<file path="src/rtl/multicycle_slice_alu.sv">
// multicycle_slice_alu: WIDTH-bit ALU that computes SLICE_W bits per clock, LSB slice first.
// The inter-slice carry is held in a register. Decodes MIPS funct codes AND/OR/ADD/SUB/SLT.
// Any other funct code executes as ADD.
// Optional feature macro: ALU_OVF_EN adds a registered signed-overflow output port 'ovf'.
// Reset is synchronous and active-low.
// Issue protocol: an operation is accepted on an edge where start=1 and busy=0.
// done pulses, with busy low, NSLICE cycles after the accept edge.
// start is also accepted in the done cycle, so back-to-back issue repeats every NSLICE+1 cycles.
module multicycle_slice_alu #(
    parameter int unsigned WIDTH   = 32,
    parameter int unsigned SLICE_W = 8
) (
    input  logic             clk,
    input  logic             rst_n,
    input  logic             start,
    input  logic [5:0]       ctl,
    input  logic [WIDTH-1:0] a,
    input  logic [WIDTH-1:0] b,
    output logic             busy,
    output logic             done,
    output logic [WIDTH-1:0] result,
    output logic             cout,
`ifdef ALU_OVF_EN
    output logic             ovf,
`endif
    output logic             zero
);

    localparam int unsigned NSLICE = WIDTH / SLICE_W;
    localparam int unsigned CNT_W  = $clog2(NSLICE) + 1;
    localparam int unsigned SW1    = SLICE_W + 1;

    localparam logic [0:0] S_IDLE = 1'b0;
    localparam logic [0:0] S_RUN  = 1'b1;

    localparam logic [5:0] F_AND = 6'd36;
    localparam logic [5:0] F_OR  = 6'd37;
    localparam logic [5:0] F_SUB = 6'd34;
    localparam logic [5:0] F_SLT = 6'd42;

    // Reject slice widths that do not tile the operand exactly.
    generate
        if ((WIDTH % SLICE_W) != 0) begin : g_bad_slice
            $error("multicycle_slice_alu: WIDTH must be a multiple of SLICE_W");
        end
    endgenerate

    logic [0:0]       state_q, state_d;
    logic [CNT_W-1:0] cnt_q, cnt_d;
    logic [WIDTH-1:0] a_q, a_d;
    logic [WIDTH-1:0] b_q, b_d;
    logic [WIDTH-1:0] acc_q, acc_d;
    logic [5:0]       ctl_q, ctl_d;
    logic             inv_q, inv_d;
    logic             carry_q, carry_d;
    logic             busy_q, busy_d;
    logic             done_q, done_d;
    logic [WIDTH-1:0] result_q, result_d;
    logic             cout_q, cout_d;
    logic             zero_q, zero_d;
`ifdef ALU_OVF_EN
    logic             ovf_q, ovf_d;
`endif

    logic [SLICE_W-1:0] a_sl_c;
    logic [SLICE_W-1:0] b_sl_c;
    logic [SLICE_W-1:0] slice_c;
    logic [SLICE_W:0]   sum_c;
    logic               arith_c;
    logic               ovf_c;
    logic               set_c;
    logic               last_c;
    logic [WIDTH-1:0]   acc_next_c;
    logic [WIDTH-1:0]   a_shift_c;
    logic [WIDTH-1:0]   b_shift_c;
    logic [WIDTH-1:0]   final_c;
    logic               sub_in_c;

    // Slice datapath: one SLICE_W-bit op on the low slice of the operand shift registers.
    always_comb begin
        a_sl_c  = a_q[SLICE_W-1:0];
        b_sl_c  = b_q[SLICE_W-1:0] ^ {SLICE_W{inv_q}};
        sum_c   = {1'b0, a_sl_c} + {1'b0, b_sl_c} + SW1'(carry_q);
        arith_c = (ctl_q != F_AND) && (ctl_q != F_OR);
        slice_c = sum_c[SLICE_W-1:0];
        if (ctl_q == F_AND) begin
            slice_c = a_sl_c & b_sl_c;
        end else if (ctl_q == F_OR) begin
            slice_c = a_sl_c | b_sl_c;
        end
        // Only meaningful on the last slice, where the slice MSBs are the word MSBs.
        ovf_c      = (a_sl_c[SLICE_W-1] == b_sl_c[SLICE_W-1]) &&
                     (sum_c[SLICE_W-1] != a_sl_c[SLICE_W-1]);
        set_c      = sum_c[SLICE_W-1] ^ ovf_c;
        last_c     = (cnt_q == CNT_W'(NSLICE - 1));
        acc_next_c = WIDTH'({slice_c, acc_q} >> SLICE_W);
        a_shift_c  = WIDTH'({{SLICE_W{1'b0}}, a_q} >> SLICE_W);
        b_shift_c  = WIDTH'({{SLICE_W{1'b0}}, b_q} >> SLICE_W);
        final_c    = (ctl_q == F_SLT) ? WIDTH'(set_c) : acc_next_c;
        sub_in_c   = (ctl == F_SUB) || (ctl == F_SLT);
    end

    // Next-state and register-input logic for the IDLE/RUN sequencer.
    always_comb begin
        state_d  = state_q;
        cnt_d    = cnt_q;
        a_d      = a_q;
        b_d      = b_q;
        acc_d    = acc_q;
        ctl_d    = ctl_q;
        inv_d    = inv_q;
        carry_d  = carry_q;
        busy_d   = busy_q;
        done_d   = 1'b0;
        result_d = result_q;
        cout_d   = cout_q;
        zero_d   = zero_q;
`ifdef ALU_OVF_EN
        ovf_d    = ovf_q;
`endif
        case (state_q)
            S_IDLE: begin
                if (start) begin
                    state_d = S_RUN;
                    busy_d  = 1'b1;
                    cnt_d   = '0;
                    a_d     = a;
                    b_d     = b;
                    ctl_d   = ctl;
                    inv_d   = sub_in_c;
                    carry_d = sub_in_c;
                end
            end
            S_RUN: begin
                a_d     = a_shift_c;
                b_d     = b_shift_c;
                acc_d   = acc_next_c;
                carry_d = sum_c[SLICE_W];
                cnt_d   = cnt_q + CNT_W'(1);
                if (last_c) begin
                    state_d  = S_IDLE;
                    busy_d   = 1'b0;
                    done_d   = 1'b1;
                    cnt_d    = '0;
                    result_d = final_c;
                    cout_d   = arith_c & sum_c[SLICE_W];
                    zero_d   = (final_c == '0);
`ifdef ALU_OVF_EN
                    ovf_d    = arith_c && (ctl_q != F_SLT) && ovf_c;
`endif
                end
            end
        endcase
    end

    // State and datapath registers with synchronous active-low reset.
    always_ff @(posedge clk) begin
        if (!rst_n) begin
            state_q  <= S_IDLE;
            cnt_q    <= '0;
            a_q      <= '0;
            b_q      <= '0;
            acc_q    <= '0;
            ctl_q    <= '0;
            inv_q    <= 1'b0;
            carry_q  <= 1'b0;
            busy_q   <= 1'b0;
            done_q   <= 1'b0;
            result_q <= '0;
            cout_q   <= 1'b0;
            zero_q   <= 1'b1;
`ifdef ALU_OVF_EN
            ovf_q    <= 1'b0;
`endif
        end else begin
            state_q  <= state_d;
            cnt_q    <= cnt_d;
            a_q      <= a_d;
            b_q      <= b_d;
            acc_q    <= acc_d;
            ctl_q    <= ctl_d;
            inv_q    <= inv_d;
            carry_q  <= carry_d;
            busy_q   <= busy_d;
            done_q   <= done_d;
            result_q <= result_d;
            cout_q   <= cout_d;
            zero_q   <= zero_d;
`ifdef ALU_OVF_EN
            ovf_q    <= ovf_d;
`endif
        end
    end

    assign busy   = busy_q;
    assign done   = done_q;
    assign result = result_q;
    assign cout   = cout_q;
    assign zero   = zero_q;
`ifdef ALU_OVF_EN
    assign ovf    = ovf_q;
`endif

endmodule
</file>
<file path="config.mk">
export PLATFORM = sky130hd
export DESIGN_NAME = multicycle_slice_alu
export DESIGN_NICKNAME = d
export VERILOG_FILES = /design/src/rtl/multicycle_slice_alu.sv
export SDC_FILE = /design/constraint.sdc
export NUM_CORES = 1
export LEC_CHECK = 0
export BUFFER_PORTS_ARGS = -buffer_cell sky130_fd_sc_hd__buf_2
export CORE_UTILIZATION = 35
export DETAILED_ROUTE_END_ITERATION = 8
export GPL_TIMING_DRIVEN = 1
export SKIP_LAST_GASP = 1
export SYNTH_ARGS = -nofsm -noshare
export SYNTH_HDL_FRONTEND = slang
export SYNTH_SLANG_ARGS = --single-unit
</file>
<file path="constraint.sdc">
create_clock -name clk -period 3.15 [get_ports clk]
set_clock_uncertainty 0.1 [all_clocks]
set_input_delay 0.315 -clock clk [delete_from_list [all_inputs] [get_ports clk]]
set_output_delay 0.315 -clock clk [all_outputs]
set_load 0.01 [all_outputs]
</file>
==> impl_metrics.csv, run 1 <==
group,metric,value,unit
run_status,status,"finished, final reports clean",
sta,setup_violations,0,
grt,grt-ovfl-total,0,
clock_tree,cts_buffer_depth,2,
floorplanning,die_h,134.0,um
grt,grt_max_degree,60,
synthesis,synth_flop_cell,"dfxtp_1",
synthesis,synth_commonest_cells,"159 x nor2_1, 136 x dfxtp_1, 85 x mux2i_1",
worst_setup_path,cp-end-kind,"flip-flop",
sta,setup_tns,0,ns
place,place_congestion,0.8285,
worst_setup_path,path_cells,"xor2_1 -> fa_1 -> fa_1 -> a211oi_1 -> o21bai_1 -> a31oi_4 -> nand2_1 -> a2111oi_2 -> a31o_1",
route,drcViolationCount,0,
worst_setup_path,path_buf_inv,0,
synthesis,synth_top_cell_area_share,44.63,%
sta,whs,0.02403,ns
sta,maxSlewHeadroom,48.37,%
clock_tree,cts_hold_buf,0,
floorplanning,start_util,36.27,%
clock_tree,cts_max_level,4,
clock_tree,cts_buffers,17,
pwr,power.share.combinational,10.3,%
final_layout,design_area,7382,um2
floorplanning,rows,47,
worst_setup_path,critPathLaunchType,"flip-flop",
pwr,total_power,4.228,mW
place,dpl-instance-area,6804,um2
grt,track_usage,16.83,%
route,drtIter0Drc,237,
clock_tree,ctsRootBufferMaster,"clkbuf_16",
job,drv_cap,0,
place,io_buffers,108,
synthesis,synthesis.nets,779,
sta,fin_crit,2.877,ns
sta,max_freq,347.6,MHz
clock_tree,clk_pin_slew,0.06,ns
synthesis,yosysMostFrequentCell,"nor2_1",
pwr,pwr-share-clk,45.5,%
worst_setup_path,cpPeakStageDelay,0.44,ns
synthesis,yosys-top-cells-area,"dfxtp_1 45%, mux2i_1 14%, nor2_1 9.8%",
synthesis,yosys.area.top_type,"dfxtp_1",
worst_setup_path,path_max_fanout,3,
floorplanning,die_w,134.0,um
final_layout,drive_gt1_share,19.95,%
grt,grt_pass1_wl,23390,um
pwr,switchingPower,1.039,mW
floorplanning,io_pins,109,
route,drtAntennaViolNets,0,
grt,first_global_vias,4494,
route,firstDrtPassIters,4,
worst_setup_path,critPathTopFamily,"compound AO/OA/AOI/OAI gates",
clock_tree,cts_tree,"done",
route,wl_per_cell,14.45,um
clock_tree,clkLatencyLatePin,0.42,ns
clock_tree,cts.sinks,136,
sta,hold_viol,0,
route,vias_per_cell,4.813,
sta,rsz0062_at_grt,"no",
worst_setup_path,path_class,"reg -> reg",
sta,tightest_slew,0.7745,ns
pwr,internal_power,3.189,mW
synthesis,syn_area,6101,um2
place,dp_hpwl,10170,um
clock_tree,post-cts-setup-buffer-count,0,
final_layout,finalNetCount,868,
pwr,vdd_drop_max,400.6,uV
hold_path,hp-class,"in -> reg",
synthesis,avgSynthCellArea,8.880,um2
synthesis,synth_cell_types,51,
final_layout,fin_cells,1008,
pwr,power.density,572.7,nW/um2
synthesis,synth_edf_count,0,
pwr,power_switching_share,24.57,%
synthesis,synth_seq_area_share,44.63,%
grt,antenna_found_initial,2,
synthesis,ys_seq_elements,136,
final_layout,area.growth.synth_to_final,21.00,%
sta,slew_violations,0,
route,wirelength,14570,um
clock_tree,cts_resized,0,
floorplanning,core,16820,um2
synthesis,yosys_warnings,0,
synthesis,synthCells,687,
worst_setup_path,required,3.41,ns
worst_setup_path,crit_slowest_cell,"fa_1",
pwr,p_leak,3.314,nW
worst_setup_path,cpMostUsedCell,"fa_1",
place,place_inst,977,
pwr,seq_power_share,44.1,%
route,vias,4851,
floorplanning,die_area,17960,um2
synthesis,synthArstFlopShare,0,%
worst_setup_path,worstPathArrival,3.14,ns
sta,period_share,91.33,%
## sequential cells by signal (all words and copies together), names as in the netlist
register and cells:
busy 1, cout 1, acc_q 24, result 32
carry_q 1, inv_q 1, state_q 1, b_q 32
cnt_q 3, a_q 32, zero 1, ctl_q 6
done 1
## worst register-to-register path, delay by kind of cell, from the launching register on
kind / cells / cell delay, ns
AO/OA/AOI/OAI: 5 / 1.24
XOR/XNOR: 1 / 0.20
adder cells (fa/ha/maj): 2 / 0.87
flip-flops: 1 / 0.32
AND/OR/NAND/NOR: 1 / 0.09
## final timing paths
| check | slack [ns] | to | cells past startpoint | startpoint |
|---|---|---|---|---|
| hold / removal | 0.02 | a_q[27] | 3 | a[27] |
| setup / recovery | 0.27 | zero | 9 | inv_q |
| setup reg to reg | 0.27 | zero | 9 | inv_q |
| hold reg to reg | 0.35 | result[25] | 2 | result[25] |
## layout by cell type (no fill, tap or decap), types with 3 or more instances in the layout
master	n
nor2_1	158
dfxtp_1	135
buf_2	107
mux2i_1	85
a21oi_1	68
nand2_1	32
a22o_1	24
inv_1	19
ha_1	17
clkbuf_16	17
o21ai_0	11
xor2_1	9
a211oi_1	9
o21ai_1	8
buf_4	8
clkbuf_8	6
nor2b_1	5
nor4_1	5
o21bai_1	4
nor3_1	4
nand3_1	4
nor3b_1	3
clkinvlp_4	3
## logic make-up after synthesis
group	count (synthesis)	synth area share [%]
mux	86	14.13
simple gates	229	16.24
fa+ha+maj	19	4.143
xor+xnor	11	1.579
flops	136	44.63
compound gates	140	14.87
buf+inv	66	4.409
## layer usage
metal  vias up  routed length, um  GRT usage (%)
met4         2                204          6.117
met2       107               6454          26.45
li1       2541                  -              -
met5         -                 10              0
met3        18                908          5.556
met1      2183               6993          21.43
## power groups by stage
stage / Combinational, mW / Clock, mW / Sequential, mW
floorplan: 0.342 / 0 / 1.86
global placement: 0.435 / 0 / 1.90
detailed placement: 0.438 / 0 / 1.90
CTS: 0.440 / 1.97 / 1.87
global route: 0.496 / 2.04 / 1.87
finish: 0.436 / 1.93 / 1.87
## per-stage QoR
step	worst slack (ns)	util, %
6_report	0.2732	43.89
5_1_grt	0.05066	43.88
4_1_cts	0.2555	43.88
3_5_place_dp	0.2917	40.46
3_3_place_gp	0.2738	40.46
2_1_floorplan	0.1250	-
## cell type report
class / count / area, um2
inverters: 20 / 75.07
multi-input cells: 485 / 3112
flip-flops and latches: 136 / 2726
clock buffers: 24 / 511.7
diodes: 1 / 2.502
clock inverters: 6 / 63.81
fillers: 1669 / 9437
repair buffers: 116 / 615.6
well taps: 220 / 275.3
Note: power is estimated with default switching activity, not from simulation.
==> inputs of run 2 (changes only) <==
--- a/config.mk
+++ b/config.mk
@@ -6,9 +6,11 @@
 export NUM_CORES = 1
 export LEC_CHECK = 0
 export BUFFER_PORTS_ARGS = -buffer_cell sky130_fd_sc_hd__buf_2
-export CORE_UTILIZATION = 35
+export CORE_MARGIN = 3
+export CORE_UTILIZATION = 50
 export DETAILED_ROUTE_END_ITERATION = 8
 export GPL_TIMING_DRIVEN = 1
+export PLACE_DENSITY = 0.76
 export SKIP_LAST_GASP = 1
 export SYNTH_ARGS = -nofsm -noshare
 export SYNTH_HDL_FRONTEND = slang
==> impl_metrics.csv, run 2 (synthesis gave the netlist of run 1 again) <==
group,metric,value,unit
run_status,status,"finished, final reports clean",
final_layout,multi_input_comb_area,3112,um2
worst_setup_path,worstSetupEndpoint,"zero",
floorplanning,io_pins,109,
grt,first_global_vias,4772,
worst_setup_path,regToRegStartpoint,"inv_q",
clock_tree,post-cts-setup-buffer-count,0,
worst_setup_path,r2r_cells,9,
place,dp_hpwl,10000,um
sta,maxSlewHeadroom,41.26,%
floorplanning,die_w,116.5,um
worst_setup_path,cp-startpoint,"inv_q",
clock_tree,ctsRootBufferMaster,"clkbuf_16",
hold_path,hp-class,"in -> reg",
place,dpl-instance-area,6703,um2
grt,grt_pass1_wl,23170,um
place,place_congestion,0.8741,
grt,grt_max_degree,98,
final_layout,design_area,7308,um2
route,vias_per_cell,5.368,
sta,whs,0.03224,ns
worst_setup_path,critPathLaunchType,"flip-flop",
route,drtAntennaViolNets,0,
worst_setup_path,cp-end-kind,"flip-flop",
route,drtIter0Drc,292,
route,wl_per_cell,15.06,um
final_layout,finalNetCount,869,
grt,grt-ovfl-total,0,
clock_tree,clk_pin_slew,0.06,ns
floorplanning,core,11660,um2
clock_tree,cts_resized,0,
worst_setup_path,worstPathArrival,3.16,ns
clock_tree,cts_tree,"done",
pwr,power.density,587.9,nW/um2
sta,max_freq,344.8,MHz
route,firstDrtPassIters,4,
final_layout,area.growth.synth_to_final,19.79,%
sta,period_share,92.06,%
final_layout,final_cell_mix,"158 x nor2_1, 135 x dfxtp_1, 107 x buf_2",
floorplanning,die_area,13560,um2
pwr,vdd_drop_max,411.0,uV
floorplanning,die_h,116.5,um
clock_tree,cts_buffers,17,
grt,antenna_found_initial,1,
worst_setup_path,regToRegSetupSlack,0.25,ns
worst_setup_path,required,3.41,ns
sta,hold_viol,0,
clock_tree,cts.sinks,136,
clock_tree,cts_buffer_depth,2,
final_layout,diodes,0,
final_layout,final_common_cell,"nor2_1",
sta,rsz0062_at_grt,"no",
route,wirelength,14050,um
route,drcViolationCount,0,
sta,slew_violations,0,
worst_setup_path,path_max_fanout,3,
clock_tree,cts_hold_buf,0,
pwr,p_leak,3.332,nW
route,vias,5008,
floorplanning,rows,39,
floorplanning,start_util,52.31,%
final_layout,drive_gt1_share,20.13,%
final_layout,regArea,2726,um2
sta,fin_crit,2.900,ns
grt,track_usage,21.57,%
sta,tightest_slew,0.8811,ns
clock_tree,cts_max_level,4,
worst_setup_path,r2r-end,"zero",
place,io_buffers,108,
job,drv_cap,0,
final_layout,fill_cells,989,
clock_tree,clkLatencyLatePin,0.42,ns
worst_setup_path,path_class,"reg -> reg",
sta,setup_tns,0,ns
sta,setup_violations,0,
==> run 2: layer usage <==
layer  track usage, %  share of wire, %
met4            9.745               2.6
met3            5.648               4.9
met5                0             0.093
met1            27.24                46
met2            34.67                46
==> run 2: worst max-delay path: stages, from the launching register on <==
cell and delay (ns):
dfxtp_1 0.31, xor2_1 0.19, fa_1 0.43, fa_1 0.42
a211oi_1 0.37, o21bai_1 0.18, mux2i_1 0.15, or2_2 0.30
a211oi_1 0.20, a31o_1 0.18
==> run 2: per-stage QoR <==
stage	setup WS [ns]	power (mW)	instances	utilization [%]
floorplan	0.1250	2.205	687	-
global placement	0.3039	2.323	901	57.47
detailed placement	0.2613	2.338	901	57.47
CTS	0.2531	4.327	933	62.67
global route	0.04158	4.470	933	62.67
finish	0.2501	4.296	933	62.67
==> run 2: power breakdown <==
part	total [mW]	switching [mW]	internal [mW]
combinational	0.441	0.245	0.196
clock	1.99	0.705	1.29
sequential	1.86	0.0718	1.79
total	4.30	1.02	3.27
==> run 2: final cells by class <==
type	count	share of cell area [%]
clock buffers	25	7.054
well taps	143	2.448
clock inverters	7	1.233
repair buffers	117	8.355
multi-input cells	485	42.58
flip-flops and latches	136	37.31
inverters	20	1.027
==> run 2: worst min-delay path by stage <==
stage | from | end | slack (ns) | cells past startpoint
4_1_cts | a[31] | a_q[31] | 0.02 | 3
2_1_floorplan | cnt_q[2] | cnt_q[2] | 0.33 | 2
6_report | b[26] | b_q[26] | 0.03 | 3
5_1_grt | b[30] | b_q[30] | 0.03 | 3
3_3_place_gp | cnt_q[2] | cnt_q[2] | 0.34 | 2
3_5_place_dp | result[30] | result[30] | 0.34 | 2
==> inputs of run 3 (changes only) <==
--- a/config.mk
+++ b/config.mk
@@ -10,6 +10,7 @@
 export CORE_UTILIZATION = 50
 export DETAILED_ROUTE_END_ITERATION = 8
 export GPL_TIMING_DRIVEN = 1
+export HOLD_SLACK_MARGIN = 0.15
 export PLACE_DENSITY = 0.76
 export SKIP_LAST_GASP = 1
 export SYNTH_ARGS = -nofsm -noshare
==> impl_metrics.csv, run 3 (synthesis gave the netlist of run 1 again) <==
group,metric,value,unit
run_status,status,"finished, final reports clean",
worst_setup_path,path_max_fanout,3,
clock_tree,cts_max_level,4,
worst_setup_path,critPathLaunchType,"flip-flop",
sta,tightest_slew,0.8986,ns
final_layout,area.growth.synth_to_final,24.06,%
route,drtIter0Drc,344,
grt,first_global_vias,4938,
worst_setup_path,r2r-end,"zero",
sta,rsz0062_at_grt,"no",
worst_setup_path,cpPeakStageDelay,0.43,ns
pwr,power.density,571.4,nW/um2
place,place_congestion,0.8741,
worst_setup_path,r2r_cells,9,
grt,grt-ovfl-total,0,
clock_tree,cts_buffer_depth,2,
sta,max_freq,344.9,MHz
final_layout,final_cell_mix,"158 x nor2_1, 135 x dfxtp_1, 107 x buf_2",
worst_setup_path,regToRegSetupSlack,0.25,ns
route,wirelength,14370,um
grt,grtUsageMet3,5.959,%
place,dp_hpwl,10000,um
floorplanning,die_h,116.5,um
grt,antenna_found_initial,1,
grt,busiest_layer,"met2",
worst_setup_path,path_cells,"xor2_1 -> fa_1 -> fa_1 -> a211oi_1 -> o21bai_1 -> mux2i_1 -> or2_2 -> a211oi_1 -> a31o_1",
sta,maxSlewHeadroom,40.09,%
clock_tree,clk_pin_slew,0.06,ns
worst_setup_path,required,3.41,ns
floorplanning,rows,39,
grt,met1_usage,27.73,%
sta,setup_violations,0,
clock_tree,cts_tree,"done",
final_layout,fill_cells,954,
worst_setup_path,regToRegStartpoint,"inv_q",
final_layout,utilization,64.90,%
route,drcViolationCount,0,
hold_path,hp-class,"in -> reg",
grt,met2_usage,36.58,%
floorplanning,die_w,116.5,um
final_layout,drive_gt1_share,19.49,%
final_layout,finalNetCount,895,
clock_tree,ctsRootBufferMaster,"clkbuf_16",
worst_setup_path,cp-startpoint,"inv_q",
clock_tree,cts.sinks,136,
worst_setup_path,path_class,"reg -> reg",
sta,slew_violations,0,
pwr,p_leak,3.441,nW
floorplanning,core,11660,um2
worst_setup_path,path_buf_inv,0,
sta,period_share,92.05,%
route,vias,5127,
worst_setup_path,cp-end-kind,"flip-flop",
worst_setup_path,worstSetupEndpoint,"zero",
floorplanning,start_util,52.31,%
grt,grt_max_degree,98,
worst_setup_path,path_depth,9,
place,io_buffers,108,
sta,fin_crit,2.900,ns
worst_setup_path,worstPathArrival,3.16,ns
final_layout,final_common_cell,"nor2_1",
route,vias_per_cell,5.346,
clock_tree,cts_buffers,17,
sta,hold_viol,0,
floorplanning,io_pins,109,
worst_setup_path,crit_slowest_cell,"fa_1",
clock_tree,clkLatencyLatePin,0.42,ns
route,wl_per_cell,14.98,um
route,drtAntennaViolNets,0,
grt,track_usage,22.32,%
final_layout,diodes,0,
floorplanning,die_area,13560,um2
worst_setup_path,critPathTopFamily,"compound AO/OA/AOI/OAI gates",
job,drv_cap,0,
sta,setup_tns,0,ns
grt,grt_pass1_wl,23940,um
pwr,vdd_drop_max,404.7,uV
route,firstDrtPassIters,5,
-- run 3: cell types whose count changed in the layout (fill, tap and decap cells not counted) --
cell	previous run	this run
dlygate4sd3_1	0	26
-- run 3: metal layers --
metal / part of all wire (%) / wire length, um
met5: 0.090 / 13
met4: 2.3 / 327
met3: 5.6 / 799
met2: 48 / 6842
met1: 44 / 6383
-- run 3: what timing repair did --
action | in CTS | in global routing
setup buffers | 0 | 0
endpoints found under the hold margin | 29 | 0
resized for setup | 0 | 0
hold buffers | 26 | 0
-- run 3: layout make-up --
cell class	instances	area [um2]	area share [%]
clock buffers	25	515.5	6.811
clock inverters	7	90.09	1.190
inverters	20	75.07	0.9919
multi-input cells	485	3112	41.11
flip-flops and latches	136	2726	36.02
well taps	143	178.9	2.364
repair buffers	143	870.8	11.51
-- run 3: per-stage QoR --
| stage | std cells | hold slack (ns) | setup slack [ns] | instance area [um2] | total power [mW] |
|---|---|---|---|---|---|
| 4_1_cts | 959 | 0.1504 | 0.2531 | 7569 | 4.351 |
| 3_5_place_dp | 901 | 0.3422 | 0.2613 | 6703 | 2.338 |
| 6_report | 959 | 0.1598 | 0.2503 | 7569 | 4.325 |
| 5_1_grt | 959 | 0.1962 | 0.04158 | 7569 | 4.498 |
| 3_3_place_gp | 901 | 0.3445 | 0.3039 | 6703 | 2.323 |
| 2_1_floorplan | 687 | 0.3334 | 0.1250 | 6101 | 2.205 |
-- run 3: how the worst min path moves through the flow --
stage | start | end | slack [ns] | depth (start not counted)
4_1_cts | a[23] | a_q[23] | 0.15 | 5
2_1_floorplan | cnt_q[2] | cnt_q[2] | 0.33 | 2
5_1_grt | b[2] | b_q[2] | 0.20 | 5
6_report | a[23] | a_q[23] | 0.16 | 5
3_5_place_dp | result[30] | result[30] | 0.34 | 2
3_3_place_gp | cnt_q[2] | cnt_q[2] | 0.34 | 2
-- run 3: worst min-delay path, stage by stage --
cell	delay (ns)
buf_2	0.08
mux2i_1	0.06
nor2_1	0.08
a21oi_1	0.05
nor2_1	0.07
-- run 3: report_power, final --
| group | leakage (nW) | switching [mW] | internal (mW) |
|---|---|---|---|
| clock network | 0.295 | 0.707 | 1.29 |
| logic | 2.04 | 0.250 | 0.217 |
| registers | 1.11 | 0.0721 | 1.79 |
| total | 3.44 | 1.03 | 3.30 |
